File: src/rtl/mult_share_arbiter.sv
// Round-robin arbiter sharing one sequential multiplier between N requesters.
// Captures the winner's operands, issues Start, follows Ready and returns the product.
module mult_share_arbiter #(
    parameter int N            = 2,
    parameter int W            = 4,
    parameter int BUSY_TIMEOUT = 4
) (
    input  logic               clock,
    input  logic               reset_b,
    input  logic [N-1:0]       req,
    input  logic [N*W-1:0]     multiplicand_in,
    input  logic [N*W-1:0]     multiplier_in,
    output logic [N-1:0]       grant,
    output logic [N-1:0]       done,
    output logic [N-1:0]       err,
    output logic [2*W-1:0]     product_out,
    output logic               mult_start,
    output logic [W-1:0]       mult_multiplicand,
    output logic [W-1:0]       mult_multiplier,
    input  logic [2*W-1:0]     mult_product,
    input  logic               mult_ready
);

    localparam int IW = (N > 1) ? $clog2(N) : 1;
    localparam int CW = $clog2(BUSY_TIMEOUT + 1);

    typedef enum logic [2:0] {
        IDLE      = 3'd0,
        START     = 3'd1,
        WAIT_BUSY = 3'd2,
        WAIT_DONE = 3'd3,
        DONE      = 3'd4
    } state_t;

    state_t             state_q, state_d;
    logic [IW-1:0]      idx_q, idx_d;
    logic [IW-1:0]      rr_q, rr_d;
    logic [CW-1:0]      cnt_q, cnt_d;
    logic [W-1:0]       mcand_q, mcand_d;
    logic [W-1:0]       mplier_q, mplier_d;
    logic [2*W-1:0]     prod_q, prod_d;
    logic [N-1:0]       err_q, err_d;

    logic               found;
    logic [IW-1:0]      pick;
    logic [W-1:0]       pickA;
    logic [W-1:0]       pickB;
    logic [IW-1:0]      nextIdx;
    int                 arbPos;

    // Scan requesters starting at the round-robin pointer, wrapping modulo N.
    always_comb begin
        found  = 1'b0;
        pick   = '0;
        pickA  = '0;
        pickB  = '0;
        arbPos = 0;
        for (int k = 0; k < N; k++) begin
            arbPos = int'(rr_q) + k;
            if (arbPos >= N) begin
                arbPos = arbPos - N;
            end
            if (!found && req[arbPos]) begin
                found = 1'b1;
                pick  = IW'(arbPos);
                pickA = multiplicand_in[arbPos*W +: W];
                pickB = multiplier_in[arbPos*W +: W];
            end
        end
    end

    assign nextIdx = (idx_q == IW'(N - 1)) ? '0 : idx_q + IW'(1);

    always_comb begin
        state_d    = state_q;
        idx_d      = idx_q;
        rr_d       = rr_q;
        cnt_d      = cnt_q;
        mcand_d    = mcand_q;
        mplier_d   = mplier_q;
        prod_d     = prod_q;
        err_d      = '0;
        mult_start = 1'b0;
        grant      = '0;
        done       = '0;
        case (state_q)
            IDLE: begin
                if (found && mult_ready) begin
                    idx_d    = pick;
                    mcand_d  = pickA;
                    mplier_d = pickB;
                    state_d  = START;
                end
            end
            START: begin
                mult_start   = 1'b1;
                grant[idx_q] = 1'b1;
                cnt_d        = '0;
                state_d      = WAIT_BUSY;
            end
            WAIT_BUSY: begin
                // A multiplier that never drops Ready would otherwise lock the arbiter forever.
                if (!mult_ready) begin
                    state_d = WAIT_DONE;
                end else begin
                    cnt_d = cnt_q + CW'(1);
                    if (cnt_d == CW'(BUSY_TIMEOUT)) begin
                        err_d[idx_q] = 1'b1;
                        rr_d         = nextIdx;
                        state_d      = IDLE;
                    end
                end
            end
            WAIT_DONE: begin
                if (mult_ready) begin
                    prod_d  = mult_product;
                    state_d = DONE;
                end
            end
            DONE: begin
                done[idx_q] = 1'b1;
                rr_d        = nextIdx;
                state_d     = IDLE;
            end
            default: begin
                state_d = IDLE;
            end
        endcase
    end

    always_ff @(posedge clock or negedge reset_b) begin
        if (!reset_b) begin
            state_q  <= IDLE;
            idx_q    <= '0;
            rr_q     <= '0;
            cnt_q    <= '0;
            mcand_q  <= '0;
            mplier_q <= '0;
            prod_q   <= '0;
            err_q    <= '0;
        end else begin
            state_q  <= state_d;
            idx_q    <= idx_d;
            rr_q     <= rr_d;
            cnt_q    <= cnt_d;
            mcand_q  <= mcand_d;
            mplier_q <= mplier_d;
            prod_q   <= prod_d;
            err_q    <= err_d;
        end
    end

    assign err               = err_q;
    assign product_out       = prod_q;
    assign mult_multiplicand = mcand_q;
    assign mult_multiplier   = mplier_q;

endmodule

File: config.mk
export PLATFORM = sky130hd
export DESIGN_NAME = mult_share_arbiter
export DESIGN_NICKNAME = d
export VERILOG_FILES = /design/src/rtl/mult_share_arbiter.sv
export SDC_FILE = /design/constraint.sdc
export NUM_CORES = 1
export LEC_CHECK = 0
export CORE_MARGIN = 4
export CORE_UTILIZATION = 35
export CTS_CLUSTER_DIAMETER = 50
export DETAILED_ROUTE_END_ITERATION = 8
export PLACE_DENSITY = 0.68
export SYNTH_ARGS = -nofsm -noshare
export SYNTH_HDL_FRONTEND = slang
export SYNTH_SLANG_ARGS = --single-unit
File: constraint.sdc
create_clock -name clock -period 2 [get_ports clock]
set_clock_uncertainty 0.15 [all_clocks]
set_input_delay 0.4 -clock clock [delete_from_list [all_inputs] [get_ports clock]]
set_output_delay 0.4 -clock clock [all_outputs]
set_load 0.005 [all_outputs]
==> results.toml, run 1 <==
[status]
run_status = "finished, final reports clean"

[synthesis]
synth-seq-cells = 26
yosysSeqAreaShare_pct = 54.28
synth_area_per_cell_um2 = 13.32
syn_area_um2 = 1199
synth_ff_type = "dfrtp_1"
synthCells = 90
syn_nets = 121
async_reset_ff_share_pct = 100.0
ys_warn_count = 0
synth_edf_count = 0
synthDistinctLibCells = 31

[floorplanning]
core-area_um2 = 3153
die_x_um = 66.52
start_util_pct = 38.02
rows = 20
pin_count = 52
die_area_um2 = 4425
die_y_um = 66.52

[drt]
drtAntennaViolNets = 0
wl_per_cell_um = 15.07
drt-pass1-iter-count = 4
drt_iter0_drc = 31
vias = 1024
post-route-drc-count = 0
via_per_inst = 4.947
wl_um = 3119

[sta]
worstMarginPinSlew_ns = 0.3642
final_hold_viol_count = 0
max_freq_mhz = 515.4
final.period_utilization_pct = 97.01
slew_violations = 0
timing.setup.tns_ns = 0
period_needed_ns = 1.940
setup_violations = 0
max-slew-margin-rel_pct = 75.72
fin_hold_ws_ns = 0.2796

[power_and_ir_drop]
p_leak_nw = 0.8830
swShare_pct = 30.06
switchingPower_mw = 0.7061
power_frac_comb_pct = 50.9
power.clock.fraction_pct = 11.2
power_density_nw_per_um2 = 1198
sequentialPowerShare_pct = 37.9
ir_drop_mv = 0.6509
internal-power_mw = 1.643

[worst_setup_path]
crit_arrival_ns = 1.39
path_buf_inv = 2
path_class = "register to output port"
slowest_stage = "dfrtp_1"
cp_top_family = "flip-flops"
endpoint_kind = "output port"
crit_chain = "buf_4 -> nor2_4 -> nand2_2 -> nor2_1 -> dlygate4sd2_1"
cp-start-kind = "register"
cp_max_fo = 3
required_ns = 1.45
slowest_delay_ns = 0.42

[worst_hold_path]
min_path_type = "input pin to async pin"

[layout]
stdcell_area_um2 = 1961
diodes = 0
area_growth_syn_to_layout_pct = 63.57
multi_input_area_um2 = 530.5
fillCellCount = 271
fin_nets = 195
drive_gt1_share_pct = 33.74
seq_area_um2 = 650.6

[global_routing]
grt_overflow = 0
grt_pass1_vias = 1060
grt_max_degree = 27
grt_pass1_wl_um = 4974
antenna_found_initial = 0
track_usage_pct = 14.74

[cts]
ctsHtreeMaxLevel = 1
cts_tree = "done"
cts_buffer_depth = 2
clock_latency_ns = 0.32
clk_pin_slew_ns = 0.14
clock_sinks = 26
cts_root_buf = "clkbuf_4"
cts_buffers = 3
hold_buffers = 0

[placed_design]
placed_area_um2 = 1871
io_buffers = 51
gp_congestion = 0.8125
dp_hpwl_um = 2370

[job]
drv_cap = 0
path summary, 6_finish.rpt:
kind                            start              endpoint  slack (ns)  depth (start not counted)
setup / recovery           state_q[0]               done[1]        0.06                          5
hold / removal                reset_b        product_out[1]        0.28                          2
setup reg to reg           state_q[0]  mult_multiplicand[3]        0.26                          6
hold reg to reg                 idx_q                err[0]        0.32                          1
max in group asynchronous     reset_b                  rr_q        1.17                          2
min in group clock              idx_q                err[0]        0.32                          1
sequential cells by signal, indices dropped and copies added, names as in the netlist:
signal	flops
rr_q	1
cnt_q	3
err	2
idx_q	1
product_out	8
mult_multiplicand	4
mult_multiplier	4
state_q	3
cells by family (layout without fill, tap and decap cells):
family,Yosys count,after routing,share of synthesized area (%)
flops,26,26,54.28
mux,19,19,17.74
compound gates,18,18,13.36
simple gates,18,18,8.976
buf+inv,6,79,2.818
fa+ha+maj,2,2,2.087
xor+xnor,1,1,0.7308
cell usage after synthesis, types with 2 or more instances:
cell type / number / area share [%]
a32o_1: 8 / 6.7
and2_2: 2 / 1.3
dfrtp_1: 26 / 54
ha_1: 2 / 2.1
inv_1: 2 / 0.63
mux2_2: 18 / 17
nand2b_1: 2 / 1.0
nor2_1: 6 / 1.9
nor2b_1: 2 / 1.0
metrics by stage:
step / utilization [%] / setup slack [ns] / power [mW] / cells
floorplan: - / 0.4040 / 1.365 / 90
global placement: 59.33 / -0.01624 / 1.957 / 197
detailed placement: 59.33 / -0.07535 / 2.001 / 197
CTS: 61.79 / -0.09593 / 2.325 / 206
global route: 62.18 / -0.01458 / 2.534 / 207
finish: 62.18 / 0.05980 / 2.349 / 207
per-layer routing:
layer,global-route usage (%),part of all wire (%),up-vias
met1,18.05,40,503
met4,3.046,0.77,0
met2,25.65,53,32
li1,-,-,485
met3,4.216,6.4,4
met5,0,0,-
cell type report:
class | count | area share (%)
multi-input cells | 58 | 27.06
well taps | 44 | 2.808
flip-flops and latches | 26 | 33.18
repair buffers | 73 | 34.72
inverters | 2 | 0.3829
clock buffers | 4 | 1.851
power by group through the flow:
| stage | logic (mW) | clock network (mW) | registers, mW |
|---|---|---|---|
| finish | 1.20 | 0.263 | 0.890 |
| floorplan | 0.463 | 0 | 0.903 |
| global route | 1.31 | 0.298 | 0.928 |
| global placement | 1.07 | 0 | 0.888 |
| CTS | 1.16 | 0.273 | 0.891 |
| detailed placement | 1.10 | 0 | 0.906 |
cells in the final DEF, fill, tap and decap left out, types with 3 or more instances in the layout:
cell type        Yosys  layout
clkdlybuf4s50_1      0      46
dfrtp_1             26      26
buf_4                1      20
mux2_2              18      18
a32o_1               8       8
nor2_1               6       5
clkbuf_4             0       3
repair_timing:
action,in CTS,in global routing
pin swaps,0,1
gates resized for setup,9,10
buffers inserted,5,2
endpoints found under the setup margin,5,5
hold endpoints to repair,0,0
(Power assumes the default switching activity.)
==> run 2, diff against run 1 <==
--- a/config.mk
+++ b/config.mk
@@ -10,6 +10,7 @@
 export CTS_CLUSTER_DIAMETER = 50
 export DETAILED_ROUTE_END_ITERATION = 8
 export PLACE_DENSITY = 0.68
+export SLEW_MARGIN = 25
 export SYNTH_ARGS = -nofsm -noshare
 export SYNTH_HDL_FRONTEND = slang
 export SYNTH_SLANG_ARGS = --single-unit
==> results of run 2 <==
Final layout, timing and power as in run 1 (identical DEF).
==> run 3, diff against run 2 <==
--- a/config.mk
+++ b/config.mk
@@ -9,7 +9,7 @@
 export CORE_UTILIZATION = 35
 export CTS_CLUSTER_DIAMETER = 50
 export DETAILED_ROUTE_END_ITERATION = 8
-export PLACE_DENSITY = 0.68
+export PLACE_DENSITY = 0.71
 export SLEW_MARGIN = 25
 export SYNTH_ARGS = -nofsm -noshare
 export SYNTH_HDL_FRONTEND = slang
==> constraint.sdc (replaced) <==
create_clock -name clock -period 1.74 [get_ports clock]
set_clock_uncertainty 0.15 [all_clocks]
set_input_delay 0.348 -clock clock [delete_from_list [all_inputs] [get_ports clock]]
set_output_delay 0.348 -clock clock [all_outputs]
set_load 0.005 [all_outputs]
==> run 3 against run 2 <==
The run now ends with negative setup slack left. Largest power group unchanged. Worst hold slack got worse by 0.049 ns. Global-route usage up 0.14 points. Worst setup slack lost 0.18 ns. Critical path type unchanged. Clock power decreased by 6%. Wire length increased by 0.38%. Sequential share of layout area down 0.56 points. Die area stayed put.
==> results.toml, run 3 (same netlist as run 1, synthesis figures left out) <==
[worst_setup_path]
worstRegToRegCells = 5
cp-start-kind = "register"
crit_arrival_ns = 1.36
ff2ff_setup_slack_ns = 0.01
required_ns = 1.24
path_class = "register to output port"
startpoint = "state_q[0]"
endpoint_kind = "output port"
r2r-start = "state_q[1]"
r2r_end = "rr_q"
cp_max_fo = 3

[drt]
dr_wl_met2_um = 1627
via_per_inst = 5.010
drt_iter0_drc = 57
wl_met1_um = 1328
top_layer = "met4"
wl_per_cell_um = 15.35
post-route-drc-count = 0
vias = 1022
drt-pass1-iter-count = 4
drtAntennaViolNets = 0
met3_length_um = 108
wl_um = 3131

[cts]
ctsHtreeMaxLevel = 1
cts_tree = "done"
clock_latency_ns = 0.31
cts_buffers = 3
clock_sinks = 26
clk_pin_slew_ns = 0.13
cts_buffer_depth = 2
cts_root_buf = "clkbuf_4"

[power_and_ir_drop]
power.clock.fraction_pct = 9.4
swShare_pct = 30.88
sequentialPowerShare_pct = 37.9
power_mw = 2.654
switchingPower_mw = 0.8196
ir_drop_mv = 0.7497
power_density_nw_per_um2 = 1331
p_leak_nw = 0.9521
internal-power_mw = 1.835
power_frac_comb_pct = 52.7

[layout]
stdcell_area_um2 = 1994
mostFrequentLayoutCell = "clkdlybuf4s50_1"
fillCellCount = 273
area_growth_syn_to_layout_pct = 66.39
stdcell_count = 204
layout_common_cells = "clkdlybuf4s50_1 (39), dfrtp_1 (26), mux2_2 (18)"
fin_nets = 193
drive_gt1_share_pct = 35.00
seq_area_um2 = 650.6
diodes = 0
largest_reg_flops = 8
multi_input_area_um2 = 555.5

[worst_hold_path]
min_path_type = "input pin to async pin"

[floorplanning]
pin_count = 52
die_y_um = 66.52
start_util_pct = 38.02
die_x_um = 66.52
core-area_um2 = 3153
rows = 20
die_area_um2 = 4425

[global_routing]
antenna_found_initial = 0
track_usage_pct = 14.89
grt_pass1_vias = 1121
grt_overflow = 0
grt_max_degree = 27
grt_pass1_wl_um = 5064

[placed_design]
io_buffers = 51
gp_congestion = 0.7686
place_inst = 197
dp_hpwl_um = 2305
placed_area_um2 = 1871
place_ws_ns = -0.2579

[sta]
setup_violations = 5
slew_violations = 0
final.period_utilization_pct = 106.8
max-slew-margin-rel_pct = 75.26
postLayoutSetupSlackWorst_ns = -0.1181
max_freq_mhz = 538.2
fin_hold_ws_ns = 0.2302
rsz0062_at_grt = "yes"
worstMarginPinSlew_ns = 0.3711
final_hold_viol_count = 0
period_needed_ns = 1.858

[status]
run_status = "finished with violations"
violations = "negative setup slack"

[job]
drv_cap = 0
run 3: final cells by class:
cell class	count	area share [%]
clock buffer	3	1.129
inverter	2	0.3764
multi-input combinational	58	27.85
sequential	26	32.62
tap	44	2.760
timing repair buffer	71	35.26
run 3: repair_timing:
action / 4_1_cts / 5_1_grt
hold buffers: 0 / 0
buffers inserted: 4 / 0
resized for setup: 28 / 10
gates cloned: 0 / 1
setup endpoints to repair: 6 / 21
pin swaps: 1 / 3
run 3: layer usage:
layer | vias to the layer above | global-route usage, %
met1 | 511 | 18.07
li1 | 478 | -
met2 | 27 | 25.40
met4 | 0 | 7.868
met3 | 6 | 2.024
met5 | - | 0
run 3: worst max-delay path, stage by stage (launching register included):
cell	delay [ns]
dfrtp_1	0.40
nor3b_2	0.15
buf_4	0.14
buf_6	0.11
and2_4	0.14
buf_6	0.10
run 3: power by group through the flow:
stage | combinational, mW | sequential [mW] | clock [mW]
finish | 1.40 | 1.01 | 0.248
detailed placement | 1.29 | 1.03 | 0
global placement | 1.25 | 1.01 | 0
floorplan | 0.532 | 1.04 | 0
global route | 1.50 | 1.04 | 0.274
CTS | 1.38 | 1.01 | 0.253
run 3: worst max-delay path by stage:
stage	end	slack, ns	cells after the start
final	grant[1]	-0.12	5
after CTS	grant[1]	-0.14	5
after global placement	product_out[5]	-0.25	5
after floorplan	rr_q	0.14	4
after detailed placement	product_out[4]	-0.26	5
after global routing	grant[1]	-0.18	5
run 3: stage by stage:
stage                     utilization (%)  setup TNS, ns
after floorplan                         -              0
after global placement              59.33         -4.750
after detailed placement            59.33         -5.135
after CTS                           61.59        -0.2752
after global routing                63.25        -0.7170
final                               63.25        -0.2909
